File: config.mk
export PLATFORM = sky130hd
export DESIGN_NAME = pulse_receiver_duration_capture_flat
export DESIGN_NICKNAME = d
export VERILOG_FILES = /design/src/rtl/pulse_transmitter_pkg.sv /design/src/rtl/pulse_receiver_duration_capture_if.sv /design/src/rtl/pulse_receiver_input_sync.sv /design/src/rtl/pulse_receiver_duration_capture.sv /design/src/flat_wrapper.sv
export SDC_FILE = /design/constraint.sdc
export NUM_CORES = 1
export LEC_CHECK = 0
export ABC_AREA = 1
export BUFFER_PORTS_ARGS = -buffer_cell sky130_fd_sc_hd__buf_2
export CAP_MARGIN = 25
export CORE_UTILIZATION = 40
export DETAILED_ROUTE_END_ITERATION = 6
export RECOVER_POWER = 100
export REMOVE_ABC_BUFFERS = 1
export SKIP_CTS_REPAIR_TIMING = 1
export SYNTH_ARGS = -nofsm -noshare
export SYNTH_HDL_FRONTEND = slang
export SYNTH_HIERARCHICAL = 1
export SYNTH_SLANG_ARGS = --single-unit
File: constraint.sdc
create_clock -name clk -period 2.1 [get_ports clk]
set_input_delay 0.105 -clock clk [delete_from_list [all_inputs] [get_ports clk]]
set_output_delay 0.105 -clock clk [all_outputs]
set_load 0.03 [all_outputs]
File: src/rtl/pulse_transmitter_pkg.sv
// Definitions shared by the pulse transmitter timer and the pulse receiver:
// FSM state encoding and the prescaler select width helper.
package pulse_transmitter_pkg;

  typedef enum logic {
    ST_IDLE    = 1'b0,
    ST_MEASURE = 1'b1
  } state_e;

  function automatic int presc_sel_width(input int prescaler_width);
    return $clog2(prescaler_width + 1);
  endfunction

endpackage

File: src/rtl/pulse_receiver_duration_capture_if.sv
// Sample output channel: one (level, duration) sample per valid/ready transfer.
interface pulse_receiver_duration_capture_if #(
  parameter int TIMER_WIDTH = 8
) ();

  logic                   sample_valid;
  logic                   sample_level;
  logic [TIMER_WIDTH-1:0] sample_duration;
  logic                   sample_ready;

  modport master (
    output sample_valid,
    output sample_level,
    output sample_duration,
    input  sample_ready
  );

  modport slave (
    input  sample_valid,
    input  sample_level,
    input  sample_duration,
    output sample_ready
  );

endinterface

File: src/rtl/pulse_receiver_input_sync.sv
// Multi-flop synchroniser for the asynchronous pulse input plus an any-edge
// detector; level and edge leave registered and aligned to each other.
module pulse_receiver_input_sync #(
  parameter int SYNC_STAGES = 2
) (
  input  logic clk,
  input  logic rst,
  input  logic en_i,
  input  logic sig_i,
  output logic sig_s_o,
  output logic edge_o
);

  logic [SYNC_STAGES-1:0] sync_q;
  logic                   sig_d_q;
  logic                   edge_q;

  always_ff @(posedge clk or posedge rst) begin
    if (rst) begin
      sync_q  <= '0;
      sig_d_q <= 1'b0;
      edge_q  <= 1'b0;
    end else if (!en_i) begin
      sync_q  <= '0;
      sig_d_q <= 1'b0;
      edge_q  <= 1'b0;
    end else begin
      sync_q  <= {sync_q[SYNC_STAGES-2:0], sig_i};
      sig_d_q <= sync_q[SYNC_STAGES-1];
      // edge_q and sig_d_q update together, so edge_o qualifies the new level
      edge_q  <= sync_q[SYNC_STAGES-1] ^ sig_d_q;
    end
  end

  assign sig_s_o = sig_d_q;
  assign edge_o  = edge_q;

endmodule

File: src/rtl/pulse_receiver_duration_capture.sv
// Measures each level segment of a synchronised pulse train in prescaled ticks
// and delivers (level, duration) samples through a single-entry output register.
module pulse_receiver_duration_capture
  import pulse_transmitter_pkg::*;
#(
  parameter int PRESCALER_WIDTH = 15,
  parameter int TIMER_WIDTH     = 8,
  parameter int SYNC_STAGES     = 2
) (
  input  logic                                        clk,
  input  logic                                        sys_rst,
  input  logic                                        en,
  input  logic [presc_sel_width(PRESCALER_WIDTH)-1:0] prescaler,
  input  logic                                        idle_level,
  input  logic [TIMER_WIDTH-1:0]                      timeout,
  input  logic                                        sig_in,
  pulse_receiver_duration_capture_if.master           smp,
  output logic                                        overrun,
  output logic                                        frame_end,
  output logic                                        idle
);

  localparam logic [TIMER_WIDTH-1:0] DUR_MAX = '1;

  logic sig_s;
  logic sig_edge;

  pulse_receiver_input_sync #(
    .SYNC_STAGES(SYNC_STAGES)
  ) u_sync (
    .clk    (clk),
    .rst    (sys_rst),
    .en_i   (en),
    .sig_i  (sig_in),
    .sig_s_o(sig_s),
    .edge_o (sig_edge)
  );

  state_e                     state_q, state_d;
  logic [PRESCALER_WIDTH-1:0] presc_q, presc_d, presc_cur, presc_max;
  logic [TIMER_WIDTH-1:0]     dur_q, dur_d, dur_base;
  logic                       seg_level_q, seg_level_d;
  logic                       emit_q, emit_d;
  logic                       emit_level_q, emit_level_d;
  logic [TIMER_WIDTH-1:0]     emit_dur_q, emit_dur_d;
  logic                       frame_end_q, frame_end_d;
  logic                       tick;

  logic                       valid_q;
  logic                       level_q;
  logic [TIMER_WIDTH-1:0]     duration_q;
  logic                       overrun_q;

  assign presc_max = PRESCALER_WIDTH'((32'd1 << prescaler) - 32'd1);

  // The edge cycle itself is the first counted cycle of the new segment.
  always_comb begin
    presc_cur    = sig_edge ? '0 : presc_q;
    dur_base     = sig_edge ? '0 : dur_q;
    tick         = (presc_cur == presc_max);
    presc_d      = tick ? '0 : presc_cur + PRESCALER_WIDTH'(1);
    dur_d        = (tick && dur_base != DUR_MAX) ? dur_base + TIMER_WIDTH'(1) : dur_base;
    state_d      = state_q;
    seg_level_d  = seg_level_q;
    emit_d       = 1'b0;
    emit_level_d = emit_level_q;
    emit_dur_d   = emit_dur_q;
    frame_end_d  = 1'b0;
    case (state_q)
      ST_IDLE: begin
        if (sig_edge && sig_s != idle_level) begin
          state_d     = ST_MEASURE;
          seg_level_d = sig_s;
        end else begin
          presc_d = '0;
          dur_d   = '0;
        end
      end
      ST_MEASURE: begin
        if (sig_edge) begin
          emit_d       = 1'b1;
          emit_level_d = seg_level_q;
          emit_dur_d   = dur_q;
          seg_level_d  = sig_s;
        end else if (seg_level_q == idle_level && timeout != '0 && dur_q >= timeout) begin
          state_d     = ST_IDLE;
          frame_end_d = 1'b1;
          presc_d     = '0;
          dur_d       = '0;
        end
      end
      default: state_d = ST_IDLE;
    endcase
  end

  always_ff @(posedge clk or posedge sys_rst) begin
    if (sys_rst) begin
      state_q      <= ST_IDLE;
      presc_q      <= '0;
      dur_q        <= '0;
      seg_level_q  <= 1'b0;
      emit_q       <= 1'b0;
      emit_level_q <= 1'b0;
      emit_dur_q   <= '0;
      frame_end_q  <= 1'b0;
    end else if (!en) begin
      state_q      <= ST_IDLE;
      presc_q      <= '0;
      dur_q        <= '0;
      seg_level_q  <= 1'b0;
      emit_q       <= 1'b0;
      emit_level_q <= 1'b0;
      emit_dur_q   <= '0;
      frame_end_q  <= 1'b0;
    end else begin
      state_q      <= state_d;
      presc_q      <= presc_d;
      dur_q        <= dur_d;
      seg_level_q  <= seg_level_d;
      emit_q       <= emit_d;
      emit_level_q <= emit_level_d;
      emit_dur_q   <= emit_dur_d;
      frame_end_q  <= frame_end_d;
    end
  end

  // A held sample is only replaced when the consumer takes it in the same cycle.
  always_ff @(posedge clk or posedge sys_rst) begin
    if (sys_rst) begin
      valid_q    <= 1'b0;
      level_q    <= 1'b0;
      duration_q <= '0;
      overrun_q  <= 1'b0;
    end else if (!en) begin
      valid_q    <= 1'b0;
      level_q    <= 1'b0;
      duration_q <= '0;
      overrun_q  <= 1'b0;
    end else if (emit_q) begin
      if (!valid_q || smp.sample_ready) begin
        valid_q    <= 1'b1;
        level_q    <= emit_level_q;
        duration_q <= emit_dur_q;
      end else begin
        overrun_q <= 1'b1;
      end
    end else if (smp.sample_ready) begin
      valid_q <= 1'b0;
    end
  end

  assign smp.sample_valid    = valid_q;
  assign smp.sample_level    = level_q;
  assign smp.sample_duration = duration_q;
  assign overrun             = overrun_q;
  assign frame_end           = frame_end_q;
  assign idle                = (state_q == ST_IDLE);

endmodule

File: src/flat_wrapper.sv
// flat-port wrapper written by rule: the top's interface ports become plain ports
module pulse_receiver_duration_capture_flat import pulse_transmitter_pkg::*;
#(
  parameter int PRESCALER_WIDTH = 15,
  parameter int TIMER_WIDTH     = 8,
  parameter int SYNC_STAGES     = 2
)
  (clk, sys_rst, en, prescaler, idle_level, timeout, sig_in, overrun, frame_end, idle, smp_sample_valid, smp_sample_level, smp_sample_duration, smp_sample_ready);
  pulse_receiver_duration_capture_if #(.TIMER_WIDTH(TIMER_WIDTH)) smp_i ();
  input  logic clk;
  input  logic sys_rst;
  input  logic en;
  input  logic [presc_sel_width(PRESCALER_WIDTH)-1:0] prescaler;
  input  logic idle_level;
  input  logic [TIMER_WIDTH-1:0] timeout;
  input  logic sig_in;
  output logic overrun;
  output logic frame_end;
  output logic idle;
  output wire logic [$bits(smp_i.sample_valid)-1:0] smp_sample_valid;
  output wire logic [$bits(smp_i.sample_level)-1:0] smp_sample_level;
  output wire logic [$bits(smp_i.sample_duration)-1:0] smp_sample_duration;
  input wire logic [$bits(smp_i.sample_ready)-1:0] smp_sample_ready;
  assign smp_sample_valid = smp_i.sample_valid;
  assign smp_sample_level = smp_i.sample_level;
  assign smp_sample_duration = smp_i.sample_duration;
  assign smp_i.sample_ready = smp_sample_ready;
  pulse_receiver_duration_capture #(.PRESCALER_WIDTH(PRESCALER_WIDTH), .TIMER_WIDTH(TIMER_WIDTH), .SYNC_STAGES(SYNC_STAGES)) u_core (.clk(clk), .sys_rst(sys_rst), .en(en), .prescaler(prescaler), .idle_level(idle_level), .timeout(timeout), .sig_in(sig_in), .smp(smp_i), .overrun(overrun), .frame_end(frame_end), .idle(idle));
endmodule
==> results of run 1 <==
## cell families (layout without fill, tap and decap cells)
group / count (synthesis) / after routing / synth area share [%]
AO/OA/AOI/OAI: 38 / 39 / 6.871
XOR/XNOR: 17 / 17 / 4.672
adder cells (fa/ha/maj): 11 / 11 / 4.319
buffers and inverters: 78 / 150 / 9.972
flip-flops: 51 / 51 / 40.05
AND/OR/NAND/NOR: 244 / 245 / 34.12
## Yosys cell counts, drive strengths merged
| library cell | number |
|---|---|
| xor2 | 14 |
| inv | 70 |
| o21bai | 2 |
| dfrtp | 51 |
| nor2 | 69 |
| xnor2 | 3 |
| nand3b | 1 |
| nor4 | 1 |
| o22ai | 7 |
| nand4 | 10 |
| or2 | 1 |
| clkbuf | 2 |
| nor3 | 5 |
| a21oi | 10 |
| nand2 | 116 |
| o21ai | 18 |
| buf | 6 |
| and2 | 1 |
| nand3 | 40 |
| o2111ai | 1 |
| ha | 11 |
## worst max-delay path by stage
stage,start,to,slack [ps],depth (start not counted)
3_5_place_dp,prescaler[1],u_core/presc_q[14],-70,14
2_1_floorplan,u_core/u_sync/edge_o,u_core/presc_q[14],-40,13
5_1_grt,u_core/u_sync/edge_o,u_core/dur_q[6],-90,16
3_3_place_gp,prescaler[1],u_core/presc_q[2],40,14
4_1_cts,u_core/u_sync/edge_o,u_core/presc_q[14],-50,13
6_report,u_core/u_sync/edge_o,u_core/dur_q[6],50,16
## power groups by stage
stage,registers (W),clock network [W],logic [W]
global placement,0.00101,0,0.000200
CTS,0.000991,0.000713,0.000205
global route,0.000992,0.000752,0.000247
floorplan,0.00101,0,0.000112
detailed placement,0.00101,0,0.000205
finish,0.000991,0.000694,0.000217
## layout make-up
cell class / instances / share of cell area, %
multi-input cells: 312 / 43.58
flip-flops and latches: 51 / 32.06
repair buffers: 72 / 11.62
inverters: 70 / 6.719
well taps: 102 / 3.203
clock buffers: 5 / 1.727
clock inverters: 3 / 1.099
## routing by layer
layer,vias up,part of all wire (%)
met1,1397,45
li1,1533,-
met5,-,0
met4,0,1.0
met3,8,3.4
met2,47,51
## registers in the layout, indices dropped and copies added (netlist names)
| name | count |
|---|---|
| u_core/presc_q | 15 |
| u_core/dur_q | 8 |
| u_core/emit_dur_q | 8 |
| u_core/smp.sample_duration | 8 |
| u_core/u_sync/sync_q | 2 |
| u_core/emit_level_q | 1 |
| u_core/emit_q | 1 |
| u_core/frame_end | 1 |
| u_core/overrun | 1 |
| u_core/seg_level_q | 1 |
| u_core/smp.sample_level | 1 |
| u_core/smp.sample_valid | 1 |
| u_core/state_q | 1 |
| u_core/u_sync/edge_o | 1 |
| u_core/u_sync/sig_s_o | 1 |
## worst register-to-register path, delay by kind of cell (launching register included)
kind | cells | cell delay, ps
buffers and inverters | 4 | 400
flip-flops | 1 | 430
AND/OR/NAND/NOR | 12 | 1120
## metrics by stage
stage	setup WS [ps]	std cells	hold slack, ps
floorplan	-41.47	431	-128.9
global placement	35.66	598	23.68
detailed placement	-69.33	598	17.17
CTS	-51.05	606	-318.0
global route	-90.87	615	98.66
finish	51.98	615	86.17
==> summary.md, run 1 <==
| Metric | Value |
|---|---|
| Status | `complete, no violations` |
| Final worst clock skew | `5.031 ps` |
| Top cell type's share of synthesized area | `40.05%` |
| Largest net degree at the start of global routing | `48` |
| Buf/Inv on CP | `4` |
| Worst r2r path cells | `16` |
| Ant diodes | `0` |
| Area contributors post-synth | `dfrtp_1 40%, nand2_1 13%, inv_1 7.7%` |
| Initial core utilization | `41.24%` |
| Yosys cell types | `33` |
| DIE HEIGHT | `91.26 um` |
| Fin crit share | `97.52%` |
| Clock Tree Buf Depth | `2` |
| Non-Filler Cell Area, Final | `3985 um2` |
| Switching fraction of total power | `25.51%` |
| Most common cell after layout, fill and taps aside | `nand2_1` |
| IO Pins | `31` |
| Worst R2R Setup Slack | `50 ps` |
| HP Class | `in2reg` |
| DR iter-0 viols | `102` |
| Nets | `541` |
| Critical Path End Type | `register` |
| Total CTS buffers | `5` |
| Global-route wire length before repair | `13.27 mm` |
| M2 GR Usage | `35.54%` |
| FF/Latch Area | `1277 um2` |
| Slew headroom | `21.34%` |
| Placement-stage cell area | `3685 um2` |
| Core Rows | `32` |
| Req. time, crit path | `2300 ps` |
| Die W | `91.26 um` |
| Layout cells sized above 1 | `21.64%` |
| Tot Pwr | `0.001902 W` |
| Maximum clock frequency | `0.4883 GHz` |
| Layout Utilization | `51.57%` |
| Multi-input logic area | `1737 um2` |
| Global-route met1 utilization | `25.01%` |
| Yosys warns | `6` |
| Vias in the first global route | `2927` |
| Later-pin clock latency in the skew report | `300 ps` |
| GR Util All Layers | `19.89%` |
| Die area | `8328 um2` |
| Crit path top cell by count | `nand2_1` |
| Wire per inst | `12.91 um` |
| Max_cap viols | `0` |
| Post-DRT Antenna Nets | `0` |
| Cell Chain, Critical Path | `clkinv_4, buf_8, nand2_1, inv_1, nand2_1, nand2_1, inv_1, nand2_1, nand2_2, nand3_4, nor2_4, nand2_4, nor2_2, nand2_1, nand2_1, nor2_1` |
| Reg clk slew, reported paths | `100 ps` |
| Syn_area_per_cell | `7.259 um2` |
| VDD IR-drop max | `0.4291 mV` |
| Biggest area consumer among synthesized cells | `dfrtp_1` |
| Clk sink count | `51` |
| Count of final setup violators | `0` |
| Slew Viols, Final | `0` |
| Final RePlAce weighted congestion | `0.8788` |
| GR Util met3 | `3.518%` |
| Area added between synthesis and finish | `25.05%` |
| IO buf count | `30` |
| R2R Path End | `u_core/dur_q[6]` |
| #FFs+latches synth | `51` |
| Cell Int Power | `0.001417 W` |
| Commonest cells after routing, fill and taps aside | `103 x nand2_1, 63 x inv_1, 57 x nor2_1` |
| Initial antenna violation count | `0` |
| H-tree depth | `2` |
| Sequential area share after synthesis | `40.05%` |
| Net Switching | `0.0004852 W` |
| Start of the worst register-to-register path | `u_core/u_sync/edge_o` |
| Startpoint Class | `register` |
| Vias/cell | `4.854` |
| Final wirelength | `7.941 mm` |
| Worst Path Arrival | `2250 ps` |
| Core area | `7727 um2` |
| Mapped Area | `3187 um2` |
| DPL Wire Length | `5.901 mm` |
| Critical path fanouts, max | `8` |
| Fillers | `766` |
| PwrDens | `477.2 nW/um2` |
| Cell family contributing the most delay on the critical path | `simple AND/OR/NAND/NOR gates` |
| Hold endpoint | `u_core/overrun` |
| Overflow after GRT | `0` |
| Setup tns final | `0 ps` |
| Minimum clock period after layout | `2048 ps` |
| DR DRC count | `0` |
| Final Hold Fails | `0` |
| Worst path max stage delay | `430 ps` |
| Gate power share | `11.4%` |
| Post-Synthesis Cells | `439` |
| TritonCTS clock tree | `done` |
| Leakage | `1.987 nW` |
| Clock root cell | `clkbuf_8` |
| Crit Path Class | `reg2reg` |
| Clk network pwr share | `36.5%` |
| Worst path slowest cell | `dfrtp_2` |
| Hold Crit Depth | `4` |
| Slew @ Worst Pin | `1180 ps` |
| RSZ-0062 raised after global routing | `true` |
| Via count | `2985` |
| Flop pwr share | `52.1%` |
| Hold wc startpoint | `smp_sample_ready` |
| Gr busiest metal | `met2` |
| First-pass DRT Iterations | `4` |
No activity file was read; power rests on OpenSTA's default activity.
==> inputs of run 2 (changes only) <==
BUFFER_PORTS_ARGS = -buffer_cell sky130_fd_sc_hd__buf_4   (was -buffer_cell sky130_fd_sc_hd__buf_2)
==> summary.md, run 2 (same netlist as run 1, synthesis figures left out) <==
| Metric | Value |
|---|---|
| DPL Wire Length | `5.752 mm` |
| Global-route wire length before repair | `12.70 mm` |
| DIE HEIGHT | `91.26 um` |
| Net Switching | `0.0004775 W` |
| Largest register FFs | `15` |
| Setup ws final | `-73.28 ps` |
| Via count | `2942` |
| Flop pwr share | `54.5%` |
| Startpoint Class | `register` |
| Slew Viols, Final | `0` |
| TritonCTS clock tree | `done` |
| Final wirelength | `7.488 mm` |
| Hold Worst Slack | `64.94 ps` |
| Core Rows | `32` |
| Buf/Inv on CP | `4` |
| Area added between synthesis and finish | `27.48%` |
| Wire per inst | `12.00 um` |
| Worst Path Arrival | `2410 ps` |
| Start of the worst register-to-register path | `u_core/u_sync/edge_o` |
| Cell Int Power | `0.001341 W` |
| Setup tns final | `-281.3 ps` |
| Clk network pwr share | `33.4%` |
| Overflow after GRT | `0` |
| IO Pins | `31` |
| Minimum clock period after layout | `2173 ps` |
| RSZ-0062 raised after global routing | `true` |
| Worst setup path endpoint | `u_core/dur_q[5]` |
| Later-pin clock latency in the skew report | `310 ps` |
| Max_cap viols | `0` |
| R2R Path End | `u_core/dur_q[5]` |
| Status | `complete, but fails checks` |
| Critical Path End Type | `register` |
| Reg clk slew, reported paths | `100 ps` |
| Most common cell after layout, fill and taps aside | `nand2_1` |
| Core area | `7727 um2` |
| Ant diodes | `0` |
| GR Util All Layers | `19.04%` |
| Placed insts | `601` |
| Initial core utilization | `41.24%` |
| Fillers | `789` |
| Largest Register | `u_core/presc_q` |
| Final Hold Fails | `0` |
| Fin cells | `624` |
| Cell family contributing the most delay on the critical path | `simple AND/OR/NAND/NOR gates` |
| Maximum clock frequency | `0.4601 GHz` |
| VDD IR-drop max | `0.2454 mV` |
| Failing checks | `negative setup slack` |
| Die W | `91.26 um` |
| Critical Path Start | `u_core/u_sync/edge_o` |
| DR iter-0 viols | `122` |
| Req. time, crit path | `2340 ps` |
| Clock root cell | `clkbuf_8` |
| IO buf count | `30` |
| Post-DRT Antenna Nets | `0` |
| Crit path top cell by count | `nand2_1` |
| Worst r2r path cells | `17` |
| Cell Chain, Critical Path | `clkinv_4, buf_6, nand2_4, buf_6, nand2_2, nand2_1, nand2_1, nor2_1, nand2_1, nor2_1, nand3_2, nor2_4, nand2_4, buf_6, o21bai_2, nand2_1, nor2_1` |
| Leakage | `2.052 nW` |
| PwrDens | `447.5 nW/um2` |
| Clock Tree Buf Depth | `2` |
| Clk sink count | `51` |
| Worst path slowest cell | `dfrtp_2` |
| Die area | `8328 um2` |
| Count of final setup violators | `8` |
| Worst R2R Setup Slack | `-70 ps` |
| Multi-input logic area | `1700 um2` |
| Slew @ Worst Pin | `984.4 ps` |
| Total CTS buffers | `5` |
| Worst path max stage delay | `430 ps` |
| Nets | `550` |
| Initial antenna violation count | `0` |
| HP Class | `in2reg` |
| Tot Pwr | `0.001818 W` |
| Hold Crit Depth | `4` |
| Fin crit share | `103.5%` |
| FF/Latch Area | `1277 um2` |
| DR DRC count | `0` |
| Vias in the first global route | `2804` |
| First-pass DRT Iterations | `4` |
| H-tree depth | `2` |
| Vias/cell | `4.715` |
| Levels on crit path | `17` |
| Crit Path Class | `reg2reg` |
| Slew headroom | `34.30%` |
| Layout cells sized above 1 | `22.41%` |
| Largest net degree at the start of global routing | `26` |
| Switching fraction of total power | `26.26%` |
| Gate power share | `12.1%` |
| Final worst clock skew | `9.823 ps` |
| Final RePlAce weighted congestion | `0.8821` |
| Commonest cells after routing, fill and taps aside | `103 x nand2_1, 64 x inv_1, 61 x buf_4` |
| Critical path fanouts, max | `7` |
[run 2: cell types whose count changed in the layout (fill, tap and decap cells not counted), sizes merged]
cell      change
buf           +9
clkbuf        +3
clkinv        -2
bufinv        -1
clkinvlp      +1
inv           +1
nand2         -1
o21ai         -1
[run 2: power by group through the flow]
| stage | logic, W | registers [W] | clock network, W |
|---|---|---|---|
| after floorplan | 0.000112 | 0.00101 | 0 |
| after global placement | 0.000209 | 0.00101 | 0 |
| after detailed placement | 0.000212 | 0.00101 | 0 |
| after CTS | 0.000212 | 0.000990 | 0.000630 |
| after global routing | 0.000250 | 0.000992 | 0.000665 |
| final | 0.000220 | 0.000991 | 0.000607 |
[run 2: worst register-to-register path: cells and delay by family, from the launching register on]
family | cells | cell delay (ps)
buffers and inverters | 4 | 500
flip-flops | 1 | 430
AO/OA/AOI/OAI | 1 | 100
AND/OR/NAND/NOR | 12 | 1070
[run 2: final cells by class]
class / count / area share (%)
Tap cell: 102 / 3.141
Clock inverter: 2 / 0.4004
Timing Repair Buffer: 83 / 14.47
Clock buffer: 6 / 2.033
Multi-Input combinational cell: 310 / 41.85
Sequential cell: 51 / 31.44
Inverter: 70 / 6.652
[run 2: stage by stage]
step / utilization [%] / cell area [um2] / setup slack, ps
after floorplan: - / 3132 / -41.47
after global placement: 48.95 / 3782 / -10.20
after detailed placement: 48.95 / 3782 / -64.62
after CTS: 50.23 / 3881 / -94.23
after global routing: 52.57 / 4063 / -216.7
final: 52.57 / 4063 / -73.28
[run 2: worst min path at each step]
stage	startpoint	endpoint
6_report	smp_sample_ready	u_core/overrun
5_1_grt	smp_sample_ready	u_core/smp.sample_valid
4_1_cts	sys_rst	u_core/u_sync/sync_q[1]
3_5_place_dp	sys_rst	u_core/u_sync/edge_o
3_3_place_gp	sys_rst	u_core/u_sync/sync_q[1]
2_1_floorplan	sys_rst	u_core/u_sync/edge_o
[run 2: per-layer routing]
layer | wire length (um) | GRT usage [%] | up-vias
met3 | 352 | 3.015 | 6
li1 | - | - | 1539
met5 | 0 | 0 | -
met1 | 3349 | 24.72 | 1325
met4 | 76 | 4.762 | 0
met2 | 3710 | 33.02 | 72
